===== src/rtl/branch_redirect_ctrl.sv =====
// branch_redirect_ctrl
//   Consumer end of the branch-condition path. Takes a BEQZ/BNEZ request
//   from decode, resolves it with the zero-test rule, and on a taken branch
//   drives a redirect handshake to fetch followed by a wrong-path flush
//   window. Decode is stalled while a branch is unresolved, a redirect is
//   outstanding or the flush window is open. Taken/not-taken statistics
//   counters saturate at all-ones.
//
// Ports
//   clk, rst             clock, synchronous active-high reset
//   br_valid/br_ready    branch request handshake (ready only in IDLE)
//   br_kind              0 = BEQZ, 1 = BNEZ
//   br_operand(_ready)   register under test and its forwarding-valid flag
//   br_pc, br_offset     branch PC and signed word offset
//   stall                hold decode/fetch
//   redirect_valid/pc    redirect request to fetch, accepted by fetch_ack
//   flush                squash wrong-path IF/ID slots
//   taken_cnt            saturating taken-branch count
//   nottaken_cnt         saturating not-taken-branch count
module branch_redirect_ctrl #(
  parameter int DATA_W       = 16,
  parameter int FLUSH_CYCLES = 2
) (
  input  logic                     clk,
  input  logic                     rst,
  input  logic                     br_valid,
  output logic                     br_ready,
  input  logic                     br_kind,
  input  logic [DATA_W-1:0]        br_operand,
  input  logic                     br_operand_ready,
  input  logic [DATA_W-1:0]        br_pc,
  input  logic signed [DATA_W-1:0] br_offset,
  output logic                     stall,
  output logic                     redirect_valid,
  output logic [DATA_W-1:0]        redirect_pc,
  input  logic                     fetch_ack,
  output logic                     flush,
  output logic [DATA_W-1:0]        taken_cnt,
  output logic [DATA_W-1:0]        nottaken_cnt
);

  // Flush counter runs 0 .. FLUSH_CYCLES-1; at least one bit even when unused.
  localparam int FCW = (FLUSH_CYCLES > 1) ? $clog2(FLUSH_CYCLES) : 1;
  localparam logic [FCW-1:0] FLUSH_LAST = FCW'((FLUSH_CYCLES > 0) ? FLUSH_CYCLES - 1 : 0);

  typedef enum logic [1:0] {
    IDLE      = 2'd0,
    WAIT_OPND = 2'd1,
    REDIRECT  = 2'd2,
    FLUSH     = 2'd3
  } state_t;

  function automatic logic [DATA_W-1:0] sat_inc(input logic [DATA_W-1:0] x);
    return (&x) ? x : x + DATA_W'(1);
  endfunction

  function automatic logic is_taken(input logic kind, input logic [DATA_W-1:0] opnd);
    return (opnd == '0) ^ kind;
  endfunction

  // Target wraps silently modulo 2^DATA_W.
  function automatic logic [DATA_W-1:0] branch_target(input logic [DATA_W-1:0] pc,
                                                      input logic [DATA_W-1:0] off);
    return pc + DATA_W'(1) + off;
  endfunction

  state_t                     state_q, state_d;
  logic                       rv_q, rv_d;
  logic [DATA_W-1:0]          rpc_q, rpc_d;
  logic                       flush_q, flush_d;
  logic [FCW-1:0]             fcnt_q, fcnt_d;
  logic [DATA_W-1:0]          tcnt_q, tcnt_d;
  logic [DATA_W-1:0]          ncnt_q, ncnt_d;
  logic                       kind_q;
  logic [DATA_W-1:0]          pc_q;
  logic signed [DATA_W-1:0]   off_q;

  logic                       capture;
  logic                       do_resolve;
  logic                       sel_kind;
  logic [DATA_W-1:0]          sel_pc;
  logic [DATA_W-1:0]          sel_off;

  assign br_ready = (state_q == IDLE);
  assign stall    = (state_q != IDLE);

  // In IDLE the live request fields are used so a ready operand resolves
  // in the accept cycle; in WAIT_OPND the captured fields are used.
  assign capture    = (state_q == IDLE) && br_valid;
  assign sel_kind   = (state_q == IDLE) ? br_kind   : kind_q;
  assign sel_pc     = (state_q == IDLE) ? br_pc     : pc_q;
  assign sel_off    = (state_q == IDLE) ? br_offset : off_q;
  assign do_resolve = br_operand_ready &&
                      (capture || (state_q == WAIT_OPND));

  always_comb begin
    state_d = state_q;
    rv_d    = rv_q;
    rpc_d   = rpc_q;
    flush_d = flush_q;
    fcnt_d  = fcnt_q;
    tcnt_d  = tcnt_q;
    ncnt_d  = ncnt_q;
    case (state_q)
      IDLE: begin
        if (br_valid && !br_operand_ready) state_d = WAIT_OPND;
      end
      WAIT_OPND: ;
      REDIRECT: begin
        if (fetch_ack) begin
          rv_d = 1'b0;
          if (FLUSH_CYCLES > 0) begin
            state_d = FLUSH;
            flush_d = 1'b1;
            fcnt_d  = '0;
          end else begin
            state_d = IDLE;
          end
        end
      end
      FLUSH: begin
        if (fcnt_q == FLUSH_LAST) begin
          flush_d = 1'b0;
          state_d = IDLE;
        end else begin
          fcnt_d = fcnt_q + FCW'(1);
        end
      end
      default: state_d = IDLE;
    endcase
    if (do_resolve) begin
      if (is_taken(sel_kind, br_operand)) begin
        tcnt_d  = sat_inc(tcnt_q);
        rpc_d   = branch_target(sel_pc, sel_off);
        rv_d    = 1'b1;
        state_d = REDIRECT;
      end else begin
        ncnt_d  = sat_inc(ncnt_q);
        state_d = IDLE;
      end
    end
  end

  always_ff @(posedge clk) begin
    if (rst) begin
      state_q <= IDLE;
      rv_q    <= 1'b0;
      rpc_q   <= '0;
      flush_q <= 1'b0;
      fcnt_q  <= '0;
      tcnt_q  <= '0;
      ncnt_q  <= '0;
    end else begin
      state_q <= state_d;
      rv_q    <= rv_d;
      rpc_q   <= rpc_d;
      flush_q <= flush_d;
      fcnt_q  <= fcnt_d;
      tcnt_q  <= tcnt_d;
      ncnt_q  <= ncnt_d;
    end
  end

  // Captured request fields: only meaningful while WAIT_OPND, so no reset.
  always_ff @(posedge clk) begin
    if (capture) begin
      kind_q <= br_kind;
      pc_q   <= br_pc;
      off_q  <= br_offset;
    end
  end

  assign redirect_valid = rv_q;
  assign redirect_pc    = rpc_q;
  assign flush          = flush_q;
  assign taken_cnt      = tcnt_q;
  assign nottaken_cnt   = ncnt_q;

endmodule

===== config.mk =====
export PLATFORM = sky130hd
export DESIGN_NAME = branch_redirect_ctrl
export DESIGN_NICKNAME = d
export VERILOG_FILES = /design/src/rtl/branch_redirect_ctrl.sv
export SDC_FILE = /design/constraint.sdc
export NUM_CORES = 1
export LEC_CHECK = 0
export BUFFER_PORTS_ARGS = -buffer_cell sky130_fd_sc_hd__buf_2
export CORE_ASPECT_RATIO = 0.5
export CORE_MARGIN = 2
export CORE_UTILIZATION = 25
export DETAILED_ROUTE_END_ITERATION = 12
export GPL_TIMING_DRIVEN = 0
export PLACE_DENSITY = 0.42
export SETUP_SLACK_MARGIN = 0.3
export SYNTH_ARGS = -nofsm -noshare
export SYNTH_HDL_FRONTEND = slang
export SYNTH_SLANG_ARGS = --single-unit

===== constraint.sdc =====
create_clock -name clk -period 5.35 [get_ports clk]
set_clock_uncertainty 0.2 [all_clocks]
set_input_delay 1.605 -clock clk [delete_from_list [all_inputs] [get_ports clk]]
set_output_delay 1.605 -clock clk [all_outputs]
set_load 0.02 [all_outputs]

======== After elaboration in Yosys (flattened, before gate mapping) ========
Index checks and enable logic that the tools add are counted.
word-level totals
  bits in registers ....................... 86
  output and inout bits ................... 52
cells by class
  reductions and logical operators ........ 18
  bitwise logic cells ..................... 4
  multiplexer cells ....................... 19
  add/subtract/negate cells ............... 5
  equality and inequality tests ........... 8
operator list
  kind                                           count
  adder 16 x 1 -> 16 bit, second input constant  3
  2-to-1 mux 16 bit                              2
  AND reduction 16 bit                           2
  adder 16 bit                                   1
  logical NOT 16 bit                             1
  2-to-1 mux 2 bit                               5
  2-to-1 mux 1 bit                               9
  AND reduction 3 bit                            3
  != test 3 bit, second input constant           2
  one-hot mux 2 bit (3 select lines)             1
  == test 2 bit, second input constant           2
  != test 2 bit, second input constant           2
  one-hot mux 1 bit (2 select lines)             2
  AND reduction 2 bit                            2
  AND reduction 4 bit                            1
  nonzero test 2 bit                             2
  nonzero test 4 bit                             1
  logical AND 1 bit                              3
  != test 3 x 1 -> 1 bit, second input constant  1
  inverter 1 bit                                 3
  == test 2 x 1 -> 1 bit, second input constant  1
  logical NOT 2 bit                              1
  adder 1 bit, second input constant             1
  logical NOT 1 bit                              1
  2 further kinds                                2

======== Depth between registers and ports, before layout ========
Gate-level depths: netlist (run 1).
  depth after elaboration ................. 6
  gate-level depth with buffers ........... 13
  depth with buffers taken out ............ 11

======== Worst setup path after synthesis (run 1) ========
Ideal clock, no wire load.
  path kind ............................... input port to flip-flop
  from .................................... in br_pc[1]
  to ...................................... reg rpc_q[12] (netlist: redirect_pc[12])
  buffers on the path ..................... 0
  cell stages on the path ................. 8
  arrival ................................. 3632 ps
  slack ................................... 1402 ps
  required time ........................... 5035 ps
  path through ............................ mux2_2 fa_1 a21o_1 a221oi_2 o31a_1 nor2_1 or4_1 and3_1
between the ends
  cells in the longest elaborated chain, start to end .. 3
ends and longest elaborated chain
  item                    RTL line  source
  start, declared         31        input logic [DATA_W-1:0] br_pc,
  2-to-1 mux 16 bit       91        assign sel_pc = (state_q == IDLE) ? br_pc : pc_q;
  adder 16 x 1 -> 16 bit  64        return pc + DATA_W'(1) + off;
  adder 16 bit            64
  end signal, assigned    156       rpc_q <= rpc_d;
  end, declared           69        logic [DATA_W-1:0] rpc_q, rpc_d;
Every way passes these cells.
A chain may end at the register's enable or synchronous reset.

======== Final worst setup path (run 1) ========
  from .................................... reg state_q[1]
  to ...................................... reg rpc_q[12] (netlist: redirect_pc[12])
between the ends
  cells in the longest elaborated chain, start to end .. 5
ends and longest elaborated chain
  item                                                            RTL line  source
  start, declared                                                 67        state_t state_q, state_d;
  start signal, assigned                                          154       state_q <= state_d;
  branches (longest 5 deep; another with adder 16 x 1 -> 16 bit)  --
Several ways; the timed one is not identified.

==> key figures, run 1 <==
Synthesis
  – Mapped Cells: 450
  – Yosys cell types: 61
  – Number of synthesized flops with an enable pin: 33
  – Synth Net Count: roughly 520
  – Post-Syn Area: 4510 um2
  – Yosys reg bits: 86
  – Mean post-synth cell area: approximately 10 um2
  – Yosys warns: 0
  – Sequential share of the synthesized area: ~45%
  – Fraction of registers with async set/reset: 0%
  – Commonest register cell after synthesis: dfxtp_1

Clock network
  – Hold_buf cts: 0
  – Clock tree buffer depth: 2
  – H-tree depth: 3
  – Clk_lat worst skew: ~0.35 ns
  – Clock Tree Root: clkbuf_16
  – Clock Sinks: 86
  – Clk slew on worst S/H paths: 0.06 ns
  – CTS resizes: 0
  – Number of setup buffers added after CTS: 0
  – CTS tree: yes
  – Inserted Clock Buffers: 9

Timing
  – Worst hold margin: 0.268 ns
  – Ratio of final minimum period to clock period: between 80% and 90%
  – Unrepaired setup endpoints after global routing: no
  – Worst rel slew slack: between 40% and 50%
  – Setup TNS: 0 ns
  – Top achievable clock speed: between 200 and 250 MHz
  – Setup violations, final: 0
  – Final Hold Vio Count: 0
  – Fin. max-slew vios: 0
  – Tmin final: 4.36 ns
  – Worst-Margin Slew: about 0.87 ns

Placement
  – # port buffers: between 100 and 150
  – Placed cell areas: around 5300 um2
  – DP HPWL: around 9200 um
  – Placer Congestion: a little over 0.7

Final layout
  – Area occupied by multi-input gates: approximately 2300 um2
  – Proportion of layout cells with a drive suffix above 1: around 29%
  – Synth-to-Final Area Change: 25.1%
  – Final nets: about 640
  – Sequential cell area: about 2100 um2
  – Final Core Density: approximately a third
  – Fill count: around 1900
  – Diode count: 0
  – Design area: 5640 um2

Power
  – Max VDD drop: approximately 0.00017 V
  – PD cells: 321 nW/um2
  – Seq pwr share: between 40% and 50%
  – Leakage: 2.30 nW
  – Comb pwr share: between 20% and 30%
  – Switching power: just over 0.5 mW
  – Pint: around 1.3 mW
  – Clock share of power: around 37%
  – Sw frac: 28.5%

Global routing
  – Total gr overflow: 0
  – Number of global-route vias before repair: roughly 3600
  – Initial antenna violation count: 0
  – Largest net degree at the start of global routing: 34
  – Global-route wire length before repair: 19600 um
  – Gr usage total: a little over an eighth

Routing
  – WL final: between 10000 and 15000 um
  – Remaining DRCs: 0
  – Routed length per instance: about 15 um
  – Vias per cell: 4.62
  – Via count: 3711
  – Post-DRT Antenna Nets: 0
  – Pre-antenna DRT Iters: 4
  – Iter 0 DRT Violations: 172

Die
  – Initial Utilization: approximately a quarter
  – Die H: just under 100 um
  – Core box area: 17500 um2
  – Die area: just under 20000 um2
  – Num rows: 34
  – Die Width: just under 200 um
  – # IOs: roughly 110

Worst setup path
  – Worst-path fanout max: 10
  – Worst setup EP type: flop
  – Worst path slowest cell: clkbuf_1
  – CP Class: reg2reg
  – Critical Path Max Stage Delay: approximately 0.58 ns
  – Startpoint types: flop
  – Crit. Startpoint: state_q[1]$_SDFFE_PP0P_
  – R2r worst-path depth: 13
  – Worst Path Required: approximately 5.4 ns
  – Reg2Reg Setup Slack: just under 1 ns
  – Crit Reg-Reg Startpoint: state_q[1]$_SDFFE_PP0P_
  – Arrival time worst endpoint: approximately 4.4 ns
  – Worst-path cell chain: buf_2 -> nor2_2 -> clkbuf_1 -> mux2i_1 -> ha_1 -> inv_1 -> fa_1 -> a21o_1 -> a221oi_2 -> o31a_1 -> nor2_1 -> or4_1 -> and3_1
  – Worst reg2reg endpoint: redirect_pc[12]$_SDFFE_PP0P_

Run
  – Max Cap Viol: 0

Outcome
  – Status: finished clean

Worst hold path
  – Hold Crit Depth: 2
  – Hold endpoint: redirect_pc[7]$_SDFFE_PP0P_
  – Hold_sp: redirect_pc[7]$_SDFFE_PP0P_
  – HP Class: reg2reg
==> cells in the mapped netlist, types with 5 or more instances <==
cell | count | area share (%)
nand3_1 | 20 | 2.2
o21ai_0 | 12 | 1.3
dfxtp_1 | 53 | 24
and2_1 | 7 | 0.97
nor2_1 | 41 | 3.4
and3_1 | 13 | 1.8
inv_1 | 5 | 0.42
nand2_1 | 36 | 3.0
and4_1 | 8 | 1.6
xor2_1 | 26 | 5.0
or3_1 | 5 | 0.69
edfxtp_1 | 33 | 22
mux2_2 | 28 | 7.0
xnor2_1 | 8 | 1.6
nand4_1 | 16 | 2.2
clkbuf_1 | 10 | 0.83
ha_1 | 17 | 4.7
a21oi_1 | 33 | 3.7
a21o_1 | 5 | 0.83
==> worst max-delay path: cells and delay by family, from the launching register on <==
| kind | cells | cell delay (ns) |
|---|---|---|
| compound gates | 3 | 0.89 |
| mux | 1 | 0.26 |
| buf+inv | 3 | 0.81 |
| flops | 1 | 0.31 |
| simple gates | 4 | 1.16 |
| fa+ha+maj | 2 | 0.61 |
==> worst max-delay path by stage <==
stage	slack (ns)	cells after the start	endpoint
2_1_floorplan	1.40	8	redirect_pc[12]$_SDFFE_PP0P_
3_3_place_gp	0.92	13	redirect_pc[12]$_SDFFE_PP0P_
3_5_place_dp	0.95	13	redirect_pc[12]$_SDFFE_PP0P_
4_1_cts	0.92	13	redirect_pc[12]$_SDFFE_PP0P_
5_1_grt	0.68	13	redirect_pc[12]$_SDFFE_PP0P_
6_report	0.99	13	redirect_pc[12]$_SDFFE_PP0P_
==> layer usage <==
metal	share of wire (%)	global-route usage, %
met5	0	0
met4	0.79	2.80
met3	3.8	2.91
met2	42	19.9
met1	54	18.8
==> logic make-up (layout without fill, tap and decap cells) <==
group	after synthesis	in the layout	synth area share, %
XOR/XNOR	35	35	6.96
AO/OA/AOI/OAI	80	80	11.3
buffers and inverters	26	146	2.69
flip-flops	86	86	45.5
AND/OR/NAND/NOR	173	173	20.4
adder cells (fa/ha/maj)	18	18	5.16
multiplexers	32	32	7.98
==> area by class of cell <==
cell class,instances,share of cell area [%]
Multi-Input combinational cell,338,41.5
Sequential cell,86,36.4
Timing Repair Buffer,104,9.22
Tap cell,234,5.19
Clock buffer,11,4.12
Buffer,20,1.75
Clock inverter,5,1.49
Inverter,6,0.399
==> metrics by stage <==
step	instances	setup slack (ns)	total power [mW]
finish	804	0.992	1.81
global route	804	0.680	1.91
CTS	804	0.915	1.84
detailed placement	788	0.945	1.15
global placement	788	0.921	1.15
floorplan	450	1.40	1.03
==> cell usage in the layout (no fill, tap or decap), drive strengths merged, types with 16 or more instances in the layout <==
master,Yosys,layout
nand3,20,20
mux2,29,29
xor2,27,27
ha,17,17
a21oi,34,34
edfxtp,33,33
nor2,42,42
nand2,37,37
nand4,16,16
dfxtp,53,53
clkbuf,10,21
buf,10,114
==> power groups by stage <==
| stage | clock (mW) | combinational, mW | sequential [mW] |
|---|---|---|---|
| 2_1_floorplan | 0 | 0.268 | 0.766 |
| 3_3_place_gp | 0 | 0.401 | 0.751 |
| 3_5_place_dp | 0 | 0.402 | 0.751 |
| 4_1_cts | 0.703 | 0.404 | 0.737 |
| 5_1_grt | 0.724 | 0.449 | 0.740 |
| 6_report | 0.677 | 0.401 | 0.736 |
==> state kept, by name (all words and copies together), names as in the netlist <==
signal,count
state_q,2
pc_q,16
taken_cnt,16
kind_q,1
fcnt_q,1
redirect_valid,1
flush,1
off_q,16
redirect_pc,16
nottaken_cnt,16
Power figures use the tool's default switching activity.
==> inputs of run 2 (changes only) <==
==> constraint.sdc (replaced) <==
create_clock -name clk -period 4.3 [get_ports clk]
set_clock_uncertainty 0.2 [all_clocks]
set_input_delay 1.29 -clock clk [delete_from_list [all_inputs] [get_ports clk]]
set_output_delay 1.29 -clock clk [all_outputs]
set_load 0.02 [all_outputs]
==> key figures, run 2 (synthesis results as in run 1) <==
Clock network
  – H-tree depth: 3 (unchanged)
  – Clk_lat worst skew: 0.34 ns (about the same)
  – CTS tree: yes
  – Clock Tree Root: clkbuf_16
  – Clk slew on worst S/H paths: 0.06 ns (about the same)
  – Clock Sinks: 86 (unchanged)
  – Hold_buf cts: 0 (unchanged)
  – Clock tree buffer depth: 2 (unchanged)
  – Inserted Clock Buffers: 9 (unchanged)

Timing
  – Worst-Margin Slew: 0.878 ns (+0.00685 ns)
  – Setup violations, final: 0 (unchanged)
  – Top achievable clock speed: 271 MHz
  – Worst hold margin: 0.268 ns (+0.000214 ns)
  – Worst rel slew slack: 41.5% (-0.46 points)
  – Fin. max-slew vios: 0 (unchanged)
  – Ratio of final minimum period to clock period: a little under nine tenths
  – Unrepaired setup endpoints after global routing: no
  – Final Hold Vio Count: 0 (unchanged)
  – Tmin final: roughly 3.7 ns

Die
  – Die H: 99.0 um (unchanged)
  – Die Width: 194 um (unchanged)
  – # IOs: 106 (unchanged)
  – Initial Utilization: 25.7% (unchanged)
  – Num rows: 34 (unchanged)
  – Core box area: 17500 um2 (unchanged)
  – Die area: 19200 um2 (unchanged)

Run
  – Max Cap Viol: 0 (unchanged)

Routing
  – Remaining DRCs: 0 (unchanged)
  – WL final: 12300 um (+0.36%)
  – Routed length per instance: 15.3 um (about the same)
  – Via count: 3726 (+0.40%)
  – Vias per cell: 4.62 (about the same)
  – Pre-antenna DRT Iters: 4 (unchanged)
  – Iter 0 DRT Violations: 204 (+19%)
  – Post-DRT Antenna Nets: 0 (unchanged)

Final layout
  – Commonest non-fill, non-tap cell in the layout: buf_2
  – Proportion of layout cells with a drive suffix above 1: 30.0% (+0.89 points)
  – Diode count: 0 (unchanged)
  – Post-Layout Cell Count: 807 (+0.37%)
  – Most frequent cells in the layout: buf_2, dfxtp_1, nor2_1
  – Final nets: 640 (+0.47%)
  – Final Core Density: 32.4% (+0.19 points)
  – Synth-to-Final Area Change: 25.8%

Worst setup path
  – R2r worst-path depth: 12 (-1)
  – Worst Path Required: 4.33 ns (-1.05 ns)
  – CP Capture Point: redirect_pc[12]$_SDFFE_PP0P_
  – Crit Reg-Reg Startpoint: state_q[1]$_SDFFE_PP0P_
  – Worst reg2reg endpoint: redirect_pc[12]$_SDFFE_PP0P_
  – Startpoint types: input port
  – Worst setup EP type: flop
  – Crit. Startpoint: br_pc[0]
  – Worst-path fanout max: 3 (-7)
  – CP Class: in2reg
  – Reg2Reg Setup Slack: 0.62 ns (-0.37 ns)
  – Arrival time worst endpoint: 3.72 ns (-0.67 ns)

Outcome
  – Status: finished clean

Worst hold path
  – HP Class: reg2reg

Placement
  – # port buffers: 104 (unchanged)
  – Placed cells: 788 (unchanged)
  – Placer Congestion: 0.716 (unchanged)
  – DP HPWL: 9220 um (unchanged)

Global routing
  – Largest net degree at the start of global routing: 34 (unchanged)
  – Initial antenna violation count: 0 (unchanged)
  – Total gr overflow: 0 (unchanged)
  – Gr usage total: 13.1% (+0.022 points)
  – Global-route wire length before repair: 19600 um (+0.10%)
  – Number of global-route vias before repair: 3604 (+0.22%)

Power
  – PD cells: 399 nW/um2 (+24%)
  – Max VDD drop: 0.000206 V (+24%)
  – Leakage: 2.33 nW (+1.0%)
## run 2: cell types whose count changed in the layout (fill, tap and decap cells not counted), sizes merged
cell	before	now
buf	114	117
## run 2: stage by stage
step | worst slack, ns | total power, mW | cell area [um2] | TNS (ns)
floorplan | 0.617 | 1.29 | 4510 | 0
global placement | -0.129 | 1.43 | 5330 | -0.129
detailed placement | -0.105 | 1.43 | 5330 | -0.105
CTS | 0.310 | 2.30 | 5650 | 0
global route | 0.382 | 2.39 | 5680 | 0
finish | 0.609 | 2.27 | 5680 | 0
## run 2: power by group
| part | internal [mW] | switching (mW) |
|---|---|---|
| Sequential | 0.897 | 0.0188 |
| Clock | 0.512 | 0.332 |
| Combinational | 0.209 | 0.296 |
| Total | 1.62 | 0.647 |
## run 2: worst min path at each step
stage                                       from                            to  slack [ns]  cells after the start
finish               redirect_pc[7]$_SDFFE_PP0P_   redirect_pc[7]$_SDFFE_PP0P_        0.27                      2
detailed placement   redirect_pc[1]$_SDFFE_PP0P_   redirect_pc[1]$_SDFFE_PP0P_        0.26                      2
global route         redirect_pc[5]$_SDFFE_PP0P_   redirect_pc[5]$_SDFFE_PP0P_        0.29                      2
CTS                 redirect_pc[10]$_SDFFE_PP0P_  redirect_pc[10]$_SDFFE_PP0P_        0.27                      2
floorplan                    fcnt_q$_SDFFE_PP0P_           fcnt_q$_SDFFE_PP0P_        0.29                      2
global placement    redirect_pc[10]$_SDFFE_PP0P_  redirect_pc[10]$_SDFFE_PP0P_        0.25                      2
## run 2: timing repair
| item | 4_1_cts | 5_1_grt |
|---|---|---|
| buffers inserted | 0 | 3 |
| pin swaps | 0 | 1 |
| gates resized for setup | 3 | 4 |
| cloned | 0 | 0 |
| endpoints found under the setup margin | 6 | 3 |
## run 2: metal layers
metal,part of all wire [%],global-route usage (%),up-vias
met1,54,18.8,1757
met5,0,0,-
met3,3.6,2.91,9
li1,-,-,1894
met2,42,20.1,66
met4,0.79,2.80,0
## run 2: critical path: stages
cell and delay (ns):
buf_2 0.10, mux2i_1 0.13, ha_1 0.20, inv_1 0.06, fa_1 0.40, a21o_1 0.23
a221oi_2 0.37, o31a_1 0.29, nor2_1 0.08, or4_1 0.38, and3_1 0.18
## run 2: layout make-up
| type | count | area [um2] |
|---|---|---|
| plain buffers | 20 | 105 |
| well taps | 234 | 293 |
| repair buffers | 107 | 543 |
| clock inverters | 5 | 83.8 |
| multi-input cells | 338 | 2350 |
| fillers | 1886 | 11800 |
| clock buffers | 11 | 233 |
| inverters | 6 | 22.5 |
| flip-flops and latches | 86 | 2050 |
==> inputs of run 3 (changes only) <==
--- a/config.mk
+++ b/config.mk
@@ -10,8 +10,10 @@
 export CORE_MARGIN = 2
 export CORE_UTILIZATION = 25
 export DETAILED_ROUTE_END_ITERATION = 12
+export GPL_ROUTABILITY_DRIVEN = 0
 export GPL_TIMING_DRIVEN = 0
 export PLACE_DENSITY = 0.42
+export RECOVER_POWER = 100
 export SETUP_SLACK_MARGIN = 0.3
 export SYNTH_ARGS = -nofsm -noshare
 export SYNTH_HDL_FRONTEND = slang
==> key figures, run 3 (synthesis results as in run 1) <==
Outcome
  – Status: complete, but fails checks
  – Violated checks: max-capacitance violations, max-slew violations

Worst setup path
  – Critical path's top delay family: compound AO/OA/AOI/OAI gates
  – Worst-path fanout max: 10 (+7)
  – Arrival time worst endpoint: 3.90 ns (+0.18 ns)
  – Most used cell, CP: clkbuf_2
  – Worst Path Required: 4.33 ns (about the same)
  – Worst setup EP type: flop
  – Worst-path cell chain: clkbuf_2 -> nor2_4 -> buf_4 -> clkbuf_2 -> mux2_2 -> ha_1 -> a21o_1 -> a221oi_1 -> o31a_1 -> nor2_1 -> or4_1 -> and3_1
  – Startpoint types: flop
  – Sum of buffers and inverters on the critical path: 3 (+1)
  – Worst path slowest cell: a221oi_1
  – Critical Path Max Stage Delay: 0.56 ns (+0.16 ns)
  – CP Class: reg2reg

Clock network
  – Clock Tree Root: clkbuf_16
  – Inserted Clock Buffers: 9 (unchanged)
  – H-tree depth: 3 (unchanged)
  – Clock tree buffer depth: 2 (unchanged)
  – Clock Sinks: 86 (unchanged)
  – Clk_lat worst skew: 0.35 ns (about the same)
  – Clk slew on worst S/H paths: 0.06 ns (about the same)
  – CTS tree: yes
  – Hold_buf cts: 0 (unchanged)

Global routing
  – Initial antenna violation count: 0 (unchanged)
  – Number of global-route vias before repair: 3604 (unchanged)
  – Largest net degree at the start of global routing: 34 (unchanged)
  – Gr usage total: 13.1% (unchanged)
  – Global-route wire length before repair: 19600 um (unchanged)
  – Total gr overflow: 0 (unchanged)

Placement
  – Placed cells: 788 (unchanged)
  – # port buffers: 104 (unchanged)
  – DP HPWL: 9220 um (unchanged)

Final layout
  – Commonest non-fill, non-tap cell in the layout: clkbuf_1
  – Proportion of layout cells with a drive suffix above 1: 16.9% (-13 points)
  – Final nets: 640 (unchanged)
  – Synth-to-Final Area Change: 23.2%
  – Most frequent cells in the layout: clkbuf_1, dfxtp_1, nor2_1
  – Post-Layout Cell Count: 807 (unchanged)
  – Diode count: 0 (unchanged)

Power
  – Leakage: 2.05 nW (-12%)
  – Max VDD drop: 0.000207 V (+0.39%)
  – PD cells: 405 nW/um2 (+1.6%)
  – Total power draw: 2.25 mW (-0.48%)

Routing
  – Post-DRT Antenna Nets: 0 (unchanged)
  – Via count: 3712 (-0.38%)
  – Routed length per instance: 15.4 um (+0.34%)
  – WL final: 12400 um (+0.34%)
  – Remaining DRCs: 0 (unchanged)
  – Iter 0 DRT Violations: 186 (-8.8%)
  – Pre-antenna DRT Iters: 4 (unchanged)
  – Vias per cell: 4.60 (-0.38%)

Timing
  – Final Hold Vio Count: 0 (unchanged)
  – Tmin final: 3.87 ns (+0.179 ns)
  – Worst hold margin: 0.271 ns (+0.00257 ns)
  – Setup violations, final: 0 (unchanged)
  – Worst-Margin Slew: 2.42 ns (+1.54 ns)
  – Fin. max-slew vios: 34 (+34)
  – Setup TNS: 0 ns (unchanged)
  – Unrepaired setup endpoints after global routing: no
  – Ratio of final minimum period to clock period: 90.0% (+4.2 points)
  – Top achievable clock speed: 258 MHz (-4.6%)
  – Worst rel slew slack: -61.5% (-100 points)

Die
  – Die area: 19200 um2 (unchanged)
  – Core box area: 17500 um2 (unchanged)
  – # IOs: 106 (unchanged)
  – Die Width: 194 um (unchanged)
  – Die H: 99.0 um (unchanged)
  – Initial Utilization: 25.7% (unchanged)
  – Num rows: 34 (unchanged)

Worst hold path
  – HP Class: reg2reg

Run
  – Max Cap Viol: 1 (+1)
[run 3: final timing paths]
check	from	end	slack (ns)	cells after the start
max	state_q[1]$_SDFFE_PP0P_	redirect_pc[12]$_SDFFE_PP0P_	0.43	12
min	redirect_pc[10]$_SDFFE_PP0P_	redirect_pc[10]$_SDFFE_PP0P_	0.27	2
max reg2reg	state_q[1]$_SDFFE_PP0P_	redirect_pc[12]$_SDFFE_PP0P_	0.43	12
min reg2reg	redirect_pc[10]$_SDFFE_PP0P_	redirect_pc[10]$_SDFFE_PP0P_	0.27	2
[run 3: routing by layer]
layer  global-route usage (%)  routed length [um]  up-vias
met4                     2.80                  97        0
met2                     20.1                5200       65
met5                        0                   0        -
met1                     18.8                6580     1744
li1                         -                   -     1894
met3                     2.91                 510        9
[run 3: where the power goes]
| group | switching, mW | leakage (nW) | internal (mW) |
|---|---|---|---|
| Sequential | 0.0192 | 0.746 | 0.899 |
| Clock | 0.332 | 0.154 | 0.512 |
| Combinational | 0.295 | 1.15 | 0.198 |
[run 3: area by class of cell]
class	instances	area [um2]
fillers	1915	12000
repair buffers	107	462
clock buffers	11	233
multi-input cells	338	2320
flip-flops and latches	86	2050
plain buffers	20	90.1
inverters	6	22.5
well taps	234	293
clock inverters	5	83.8
[run 3: repair_timing]
action | 4_1_cts | 5_1_grt
buffers inserted | 0 | 3
setup endpoints to repair | 6 | 3
pin swaps | 0 | 1
resized for setup | 3 | 4
[run 3: worst min-delay path, stage by stage, from the launching register on]
cell and delay [ns]:
dfxtp_1 0.31, nand2_1 0.06, a21oi_1 0.06
[run 3: through the flow]
stage                     utilization (%)  setup slack, ns  instance area [um2]
after CTS                            32.2            0.310                 5650
final                                31.7            0.430                 5560
after global placement               30.4           -0.129                 5330
after detailed placement             30.4           -0.105                 5330
after global routing                 31.7            0.196                 5560
after floorplan                         -            0.617                 4510
